[src/rtl/cordic_iter_ctrl_if.sv]
// cordic_iter_ctrl_if
// Bundles every non-clock signal of the iterative CORDIC sequencer.
// The job source, the di_control_comp and the atan ROM all sit on the
// master side; the sequencer is the slave.
//   Job in      : start_input, mode_bit_input, x/y/z_input
//   Loop in     : di_input (direction), atan_input (ROM data)
//   Loop out    : x/y/z_cur_output, mode_cur_output, iter_idx_output (ROM address)
//   Job out     : busy_output, done_output, x/y/z_output
interface cordic_iter_ctrl_if #(
    parameter int BIT_WIDTH = 16,
    parameter int NUM_ITER  = 8
);
    localparam int ITER_WIDTH = (NUM_ITER > 1) ? $clog2(NUM_ITER) : 1;

    logic                         start_input;
    logic                         mode_bit_input;
    logic signed [BIT_WIDTH-1:0]  x_input;
    logic signed [BIT_WIDTH-1:0]  y_input;
    logic signed [BIT_WIDTH-1:0]  z_input;
    logic                         di_input;
    logic signed [BIT_WIDTH-1:0]  atan_input;

    logic signed [BIT_WIDTH-1:0]  x_cur_output;
    logic signed [BIT_WIDTH-1:0]  y_cur_output;
    logic signed [BIT_WIDTH-1:0]  z_cur_output;
    logic                         mode_cur_output;
    logic [ITER_WIDTH-1:0]        iter_idx_output;
    logic                         busy_output;
    logic                         done_output;
    logic signed [BIT_WIDTH-1:0]  x_output;
    logic signed [BIT_WIDTH-1:0]  y_output;
    logic signed [BIT_WIDTH-1:0]  z_output;

    modport master (
        output start_input, mode_bit_input, x_input, y_input, z_input,
        output di_input, atan_input,
        input  x_cur_output, y_cur_output, z_cur_output, mode_cur_output,
        input  iter_idx_output, busy_output, done_output,
        input  x_output, y_output, z_output
    );

    modport slave (
        input  start_input, mode_bit_input, x_input, y_input, z_input,
        input  di_input, atan_input,
        output x_cur_output, y_cur_output, z_cur_output, mode_cur_output,
        output iter_idx_output, busy_output, done_output,
        output x_output, y_output, z_output
    );
endinterface

[src/rtl/cordic_iter_ctrl.sv]
// cordic_iter_ctrl
// Iterative CORDIC sequencer: accepts one (x, y, z, mode) job in IDLE, runs
// NUM_ITER shift-add micro-rotations (one per clock) using the direction bit
// returned by an external di_control_comp and the angle from an external
// combinational atan ROM, then pulses done for one cycle with the results.
//   clk_input   : rising-edge clock
//   rst_n_input : asynchronous active-low reset
//   bus         : cordic_iter_ctrl_if slave (job, loop and result signals)
module cordic_iter_ctrl #(
    parameter int BIT_WIDTH = 16,
    parameter int NUM_ITER  = 8
) (
    input  logic               clk_input,
    input  logic               rst_n_input,
    cordic_iter_ctrl_if.slave  bus
);
    localparam int ITER_WIDTH = (NUM_ITER > 1) ? $clog2(NUM_ITER) : 1;
    localparam logic [ITER_WIDTH-1:0] LAST_IDX = ITER_WIDTH'(NUM_ITER - 1);

    typedef enum logic [1:0] {
        IDLE = 2'd0,
        ITER = 2'd1,
        DONE = 2'd2
    } state_t;

    state_t state_q, state_d;
    logic   busy_q, busy_d;
    logic   done_q, done_d;

    logic signed [BIT_WIDTH-1:0] x_q, x_d, y_q, y_d, z_q, z_d;
    logic signed [BIT_WIDTH-1:0] xo_q, xo_d, yo_q, yo_d, zo_q, zo_d;
    logic                        mode_q, mode_d;
    logic [ITER_WIDTH-1:0]       idx_q, idx_d;

    logic signed [BIT_WIDTH-1:0] x_sh, y_sh, x_rot, y_rot, z_rot;
    logic                        last_iter;

    assign last_iter = (idx_q == LAST_IDX);

    // ---------------- FSM: state register ----------------
    // NOTE: sequential state uses non-blocking (<=) so every register samples
    // the pre-edge values of the others, independent of statement order.
    always_ff @(posedge clk_input or negedge rst_n_input) begin
        if (!rst_n_input) begin
            state_q <= IDLE;
            busy_q  <= 1'b0;
            done_q  <= 1'b0;
        end else begin
            state_q <= state_d;
            busy_q  <= busy_d;
            done_q  <= done_d;
        end
    end

    // ---------------- FSM: next state ----------------
    // NOTE: every always_comb output gets a default first, so no path leaves
    // a signal unassigned and no latch is inferred.
    always_comb begin
        state_d = state_q;
        case (state_q)
            IDLE:    if (bus.start_input) state_d = ITER;
            ITER:    if (last_iter)       state_d = DONE;
            DONE:    state_d = IDLE;
            default: state_d = IDLE;
        endcase
    end

    // ---------------- FSM: outputs ----------------
    // Decoded from the next state and then registered, so busy/done are
    // glitch-free flops that line up exactly with the state they describe.
    always_comb begin
        busy_d = (state_d != IDLE);
        done_d = (state_d == DONE);
    end

    // ---------------- Datapath ----------------
    // Arithmetic shift keeps the sign of negative x/y (e.g. -16 >>> 1 = -8);
    // add/sub wrap naturally at BIT_WIDTH.
    always_comb begin
        x_sh  = x_q >>> idx_q;
        y_sh  = y_q >>> idx_q;
        x_rot = bus.di_input ? (x_q - y_sh) : (x_q + y_sh);
        y_rot = bus.di_input ? (y_q + x_sh) : (y_q - x_sh);
        z_rot = bus.di_input ? (z_q - bus.atan_input) : (z_q + bus.atan_input);

        x_d    = x_q;
        y_d    = y_q;
        z_d    = z_q;
        mode_d = mode_q;
        idx_d  = idx_q;
        xo_d   = xo_q;
        yo_d   = yo_q;
        zo_d   = zo_q;

        case (state_q)
            IDLE: begin
                if (bus.start_input) begin
                    x_d    = bus.x_input;
                    y_d    = bus.y_input;
                    z_d    = bus.z_input;
                    mode_d = bus.mode_bit_input;
                    idx_d  = '0;
                end
            end
            ITER: begin
                x_d = x_rot;
                y_d = y_rot;
                z_d = z_rot;
                if (last_iter) begin
                    // Index returns to 0 so the ROM address is 0 in DONE/IDLE.
                    idx_d = '0;
                    xo_d  = x_rot;
                    yo_d  = y_rot;
                    zo_d  = z_rot;
                end else begin
                    idx_d = idx_q + ITER_WIDTH'(1);
                end
            end
            default: ;
        endcase
    end

    always_ff @(posedge clk_input or negedge rst_n_input) begin
        if (!rst_n_input) begin
            x_q    <= '0;
            y_q    <= '0;
            z_q    <= '0;
            mode_q <= 1'b0;
            idx_q  <= '0;
            xo_q   <= '0;
            yo_q   <= '0;
            zo_q   <= '0;
        end else begin
            x_q    <= x_d;
            y_q    <= y_d;
            z_q    <= z_d;
            mode_q <= mode_d;
            idx_q  <= idx_d;
            xo_q   <= xo_d;
            yo_q   <= yo_d;
            zo_q   <= zo_d;
        end
    end

    assign bus.x_cur_output    = x_q;
    assign bus.y_cur_output    = y_q;
    assign bus.z_cur_output    = z_q;
    assign bus.mode_cur_output = mode_q;
    assign bus.iter_idx_output = idx_q;
    assign bus.busy_output     = busy_q;
    assign bus.done_output     = done_q;
    assign bus.x_output        = xo_q;
    assign bus.y_output        = yo_q;
    assign bus.z_output        = zo_q;

endmodule

[src/flat_wrapper.sv]
// flat-port wrapper written by rule: the top's interface ports become plain ports
module cordic_iter_ctrl_flat 
#(
    parameter int BIT_WIDTH = 16,
    parameter int NUM_ITER  = 8
)
  (clk_input, rst_n_input, bus_start_input, bus_mode_bit_input, bus_x_input, bus_y_input, bus_z_input, bus_di_input, bus_atan_input, bus_x_cur_output, bus_y_cur_output, bus_z_cur_output, bus_mode_cur_output, bus_iter_idx_output, bus_busy_output, bus_done_output, bus_x_output, bus_y_output, bus_z_output);
  cordic_iter_ctrl_if #(.BIT_WIDTH(BIT_WIDTH), .NUM_ITER(NUM_ITER)) bus_i ();
  input  logic clk_input;
  input  logic rst_n_input;
  input wire logic [$bits(bus_i.start_input)-1:0] bus_start_input;
  input wire logic [$bits(bus_i.mode_bit_input)-1:0] bus_mode_bit_input;
  input wire logic [$bits(bus_i.x_input)-1:0] bus_x_input;
  input wire logic [$bits(bus_i.y_input)-1:0] bus_y_input;
  input wire logic [$bits(bus_i.z_input)-1:0] bus_z_input;
  input wire logic [$bits(bus_i.di_input)-1:0] bus_di_input;
  input wire logic [$bits(bus_i.atan_input)-1:0] bus_atan_input;
  output wire logic [$bits(bus_i.x_cur_output)-1:0] bus_x_cur_output;
  output wire logic [$bits(bus_i.y_cur_output)-1:0] bus_y_cur_output;
  output wire logic [$bits(bus_i.z_cur_output)-1:0] bus_z_cur_output;
  output wire logic [$bits(bus_i.mode_cur_output)-1:0] bus_mode_cur_output;
  output wire logic [$bits(bus_i.iter_idx_output)-1:0] bus_iter_idx_output;
  output wire logic [$bits(bus_i.busy_output)-1:0] bus_busy_output;
  output wire logic [$bits(bus_i.done_output)-1:0] bus_done_output;
  output wire logic [$bits(bus_i.x_output)-1:0] bus_x_output;
  output wire logic [$bits(bus_i.y_output)-1:0] bus_y_output;
  output wire logic [$bits(bus_i.z_output)-1:0] bus_z_output;
  assign bus_i.start_input = bus_start_input;
  assign bus_i.mode_bit_input = bus_mode_bit_input;
  assign bus_i.x_input = bus_x_input;
  assign bus_i.y_input = bus_y_input;
  assign bus_i.z_input = bus_z_input;
  assign bus_i.di_input = bus_di_input;
  assign bus_i.atan_input = bus_atan_input;
  assign bus_x_cur_output = bus_i.x_cur_output;
  assign bus_y_cur_output = bus_i.y_cur_output;
  assign bus_z_cur_output = bus_i.z_cur_output;
  assign bus_mode_cur_output = bus_i.mode_cur_output;
  assign bus_iter_idx_output = bus_i.iter_idx_output;
  assign bus_busy_output = bus_i.busy_output;
  assign bus_done_output = bus_i.done_output;
  assign bus_x_output = bus_i.x_output;
  assign bus_y_output = bus_i.y_output;
  assign bus_z_output = bus_i.z_output;
  cordic_iter_ctrl #(.BIT_WIDTH(BIT_WIDTH), .NUM_ITER(NUM_ITER)) u_core (.clk_input(clk_input), .rst_n_input(rst_n_input), .bus(bus_i));
endmodule
[config.mk]
export PLATFORM = sky130hd
export DESIGN_NAME = cordic_iter_ctrl_flat
export DESIGN_NICKNAME = d
export VERILOG_FILES = /design/src/rtl/cordic_iter_ctrl_if.sv /design/src/rtl/cordic_iter_ctrl.sv /design/src/flat_wrapper.sv
export SDC_FILE = /design/constraint.sdc
export NUM_CORES = 1
export LEC_CHECK = 0
export BUFFER_PORTS_ARGS = -buffer_cell sky130_fd_sc_hd__buf_2
export CAP_MARGIN = 5
export CORE_UTILIZATION = 39
export DETAILED_ROUTE_END_ITERATION = 6
export GPL_TIMING_DRIVEN = 0
export SLEW_MARGIN = 0
export SYNTH_ARGS = -nofsm -noshare
export SYNTH_HDL_FRONTEND = slang
export SYNTH_SLANG_ARGS = --single-unit
[constraint.sdc]
create_clock -name clk_input -period 6.2 [get_ports clk_input]
set_clock_uncertainty 0.15 [all_clocks]
set_input_delay 0.31 -clock clk_input [delete_from_list [all_inputs] [get_ports clk_input]]
set_output_delay 0.31 -clock clk_input [all_outputs]
set_load 0.02 [all_outputs]
==> results.cfg <==
[final_layout]
post_route_cells_drive_above_1_share = 0.2028
layout.nets = 1328
layout-area-overhead-vs-synth_pct = 17.68
layout_cell_area_excl_fill_mm2 = 0.01008
finalNonFillerCells = 1484
multi_input_gate_area_mm2 = 0.005633
filler_cell_count = 2149
layout.cells.most_common_list = 188 x sky130_fd_sc_hd__nand2_1, 177 x sky130_fd_sc_hd__buf_2, 104 x sky130_fd_sc_hd__dfrtp_1, 89 x sky130_fd_sc_hd__nor2_1, 78 x sky130_fd_sc_hd__a21oi_1
ff_latch_area_mm2 = 0.002603
most_common_cell_after_layout_fill_and_taps_aside = sky130_fd_sc_hd__nand2_1

[status]
run_status = finished, final reports clean

[grt]
grt_antenna_before_repair = 2
maximum_number_of_pins_on_one_net_before_global_route_repair = 60
grt-ovfl-total = 0
first_global_vias = 7702
wire_length_of_the_first_global_routing_pass_um = 44370
grt_util_all_layers = 0.2637

[clock_network]
clockRootBuffer = sky130_fd_sc_hd__clkbuf_16
clock_latency_ps = 370
tritoncts = done
cts.path.max_buffers = 2
numClockSinks = 104
ctsHtreeMaxLevel = 3
cts_setup_buffers = 0
cts.clk_slew.worst_paths_ps = 80
inserted_clock_buffers = 9

[floorplan]
number_of_placement_rows = 53
die_x_um = 150.2
dieHeight_um = 150.2
io-pin-count = 171
floorplan.initialDensity = 0.4025
dieArea_mm2 = 0.02257
design.core.area_mm2 = 0.02129

[detailed_routing]
drt_pass1_iterations = 5
remaining_drc_errors = 0
drtAntennaViolNets = 0
viasPerCell = 5.619
detail_route.wl_per_cell_um = 19.82
routed_wl_um = 29410
drt-initial-drc-count = 659
via_count = 8339

[placed_design]
dp.final_hpwl_um = 22880
placedInstanceArea_mm2 = 0.009793
place_congestion = 0.9194
place_inst = 1466
port-buffer-count = 170

[synth]
synth-seq-cells = 104
synth_seq_area_share = 0.3037
yosys.area.top_type_share = 0.3037
avgSynthCellArea_um2 = 8.400
synth_top_flop_cell = sky130_fd_sc_hd__dfrtp_1
synth_edf_count = 0
synth.yosys.warnings = 0
synthDistinctLibCells = 70
post_synthesis_cells = 1020
postSynth.asyncResetShare = 1.000
synth.net_count = 1145
post_synth_instance_area_mm2 = 0.008568
synth_largest_area_cell = sky130_fd_sc_hd__dfrtp_1
ys_top_cells_by_area = sky130_fd_sc_hd__dfrtp_1 30%, sky130_fd_sc_hd__nand2_1 8.2%, sky130_fd_sc_hd__ha_1 7.7%, sky130_fd_sc_hd__xnor2_1 5.1%, sky130_fd_sc_hd__a21oi_1 4.6%

[critical_path]
cpPeakStageDelay_ps = 450
r2r-start = u_core.bus.iter_idx_output[2]$_DFFE_PN0P_
crit_path_launch = u_core.bus.iter_idx_output[2]$_DFFE_PN0P_
r2r_setup_slack_ps = 520
crit_slowest_cell = sky130_fd_sc_hd__clkbuf_1
critical_path_arrival_ps = 5750
ff2ff_path_depth = 19
required_ps = 6270
worst_setup_path_end_kind = register
criticalPathCategory = register to register
startpoint_type = register
worst_r2r_endpoint = u_core.bus.y_cur_output[15]$_DFFE_PN0P_
setup.worst_path.end = u_core.bus.y_cur_output[15]$_DFFE_PN0P_
critPathMaxFanout = 10
crit_path_cell_trace = buf_2 > buf_2 > buf_4 > buf_2 > clkbuf_1 > mux2i_1 > ha_1 > a21boi_0 > nand3_1 > nor4b_2 > a21oi_1 > xnor2_1 > a21oi_1 > ha_1 > nor2_1 > a311o_1 > o21ai_0 > xnor2_1 > a21oi_1

[sta]
rsz0062_at_grt = false
hold_viol_final = 0
final-max-slew-violation-count = 0
achievable_frequency_mhz = 176.1
summed_negative_setup_slack_over_all_endpoints_ps = 0
finalSetupViolCount = 0
fin_crit_sh = 0.9160
hold_ws_ps = 27.90
worst_pin_slew_ps = 902.6
max_slew_headroom = 0.3983
post-route-min-period_ps = 5679

[job]
max_cap_violations = 0

[worst_hold_path]
hold_class = primary input to register
hold_start = bus_mode_bit_input
[synth_stat cells (6+ instances only)]
master                     instances
sky130_fd_sc_hd__nand2_1         188
sky130_fd_sc_hd__dfrtp_1         104
sky130_fd_sc_hd__nor2_1           89
sky130_fd_sc_hd__a21oi_1          78
sky130_fd_sc_hd__o21ai_0          59
sky130_fd_sc_hd__ha_1             53
sky130_fd_sc_hd__xnor2_1          50
sky130_fd_sc_hd__mux2i_1          39
sky130_fd_sc_hd__xor2_1           33
sky130_fd_sc_hd__clkbuf_1         32
sky130_fd_sc_hd__a31oi_1          31
sky130_fd_sc_hd__and3_1           31
sky130_fd_sc_hd__inv_1            22
sky130_fd_sc_hd__mux2_2           20
sky130_fd_sc_hd__a21o_1           15
sky130_fd_sc_hd__nor3_1           15
sky130_fd_sc_hd__mux4_2            9
sky130_fd_sc_hd__nor2b_1           9
sky130_fd_sc_hd__buf_1             8
sky130_fd_sc_hd__buf_2             8
sky130_fd_sc_hd__nand2b_1          8
sky130_fd_sc_hd__nand3_1           8
sky130_fd_sc_hd__o21a_1            8
sky130_fd_sc_hd__o21bai_1          7
sky130_fd_sc_hd__o211ai_1          6
[layer usage]
metal,up-vias,part of all wire,track usage
met2,318,0.45,0.4102
met4,2,0.027,0.08636
met5,-,0.00034,0
met1,3968,0.45,0.3698
met3,56,0.069,0.04485
li1,3995,-,-
[cell families (layout without fill, tap and decap cells)]
family / count (synthesis) / in the layout / synth area share
AO/OA/AOI/OAI: 247 / 247 / 0.1780
XOR/XNOR: 83 / 83 / 0.08484
adder cells (fa/ha/maj): 56 / 56 / 0.08440
buffers and inverters: 77 / 265 / 0.03884
flip-flops: 104 / 104 / 0.3037
multiplexers: 74 / 74 / 0.1111
other: 0 / 1 / 0
AND/OR/NAND/NOR: 379 / 379 / 0.1990
[layout make-up]
class	instances	share of cell area
clock inverters	7	0.005212
repair buffers	172	0.08835
inverters	23	0.008562
clock buffers	9	0.02234
flip-flops and latches	104	0.2581
plain buffers	54	0.02444
multi-input cells	839	0.5586
diodes	1	0.0002482
well taps	275	0.03412
[worst min-delay path by stage]
stage / slack (ps) / end / depth (start not counted)
floorplan: -140 / u_core.bus.busy_output$_DFF_PN0_ / 0
global placement: 310 / u_core.bus.x_output[4]$_DFFE_PN0P_ / 2
detailed placement: 230 / u_core.bus.done_output$_DFF_PN0_ / 1
CTS: 20 / u_core.bus.mode_cur_output$_DFFE_PN0P_ / 2
global route: 40 / u_core.bus.mode_cur_output$_DFFE_PN0P_ / 2
finish: 30 / u_core.bus.mode_cur_output$_DFFE_PN0P_ / 2
[sequential cells by signal (all words and copies together), names as in the netlist]
register and count:
u_core.bus.y_cur_output 16, u_core.bus.z_cur_output 16, u_core.bus.z_output 16, u_core.bus.busy_output 1, u_core.bus.x_output 16, u_core.bus.done_output 1, u_core.bus.iter_idx_output 3, u_core.state_q 2
u_core.bus.y_output 16, u_core.bus.x_cur_output 16, u_core.bus.mode_cur_output 1
[metrics by stage]
step	utilization	setup slack, ps
after floorplan	-	1731
after global placement	0.4586	565.8
after detailed placement	0.4601	612.3
after CTS	0.4736	591.3
after global routing	0.4736	181.3
final	0.4737	520.7
[critical path: cells and delay by family, from the launching register on]
kind | cells | cell delay, ps
AOI/OAI and AO/OA | 6 | 1660
xor gates and xnor gates | 2 | 410
adders and majority gates | 2 | 480
buffers and inverters | 5 | 1390
DFF | 1 | 430
muxes | 1 | 320
and+or+nand+nor | 3 | 670
[what timing repair did]
action | 4_1_cts | 5_1_grt
endpoints found under the hold margin | 45 | 0
hold buffers | 1 | 0
gates resized for setup | 0 | 0
Power is not shown: default switching activity piles up to over one toggle a cycle in this logic, so the estimate is an artifact.
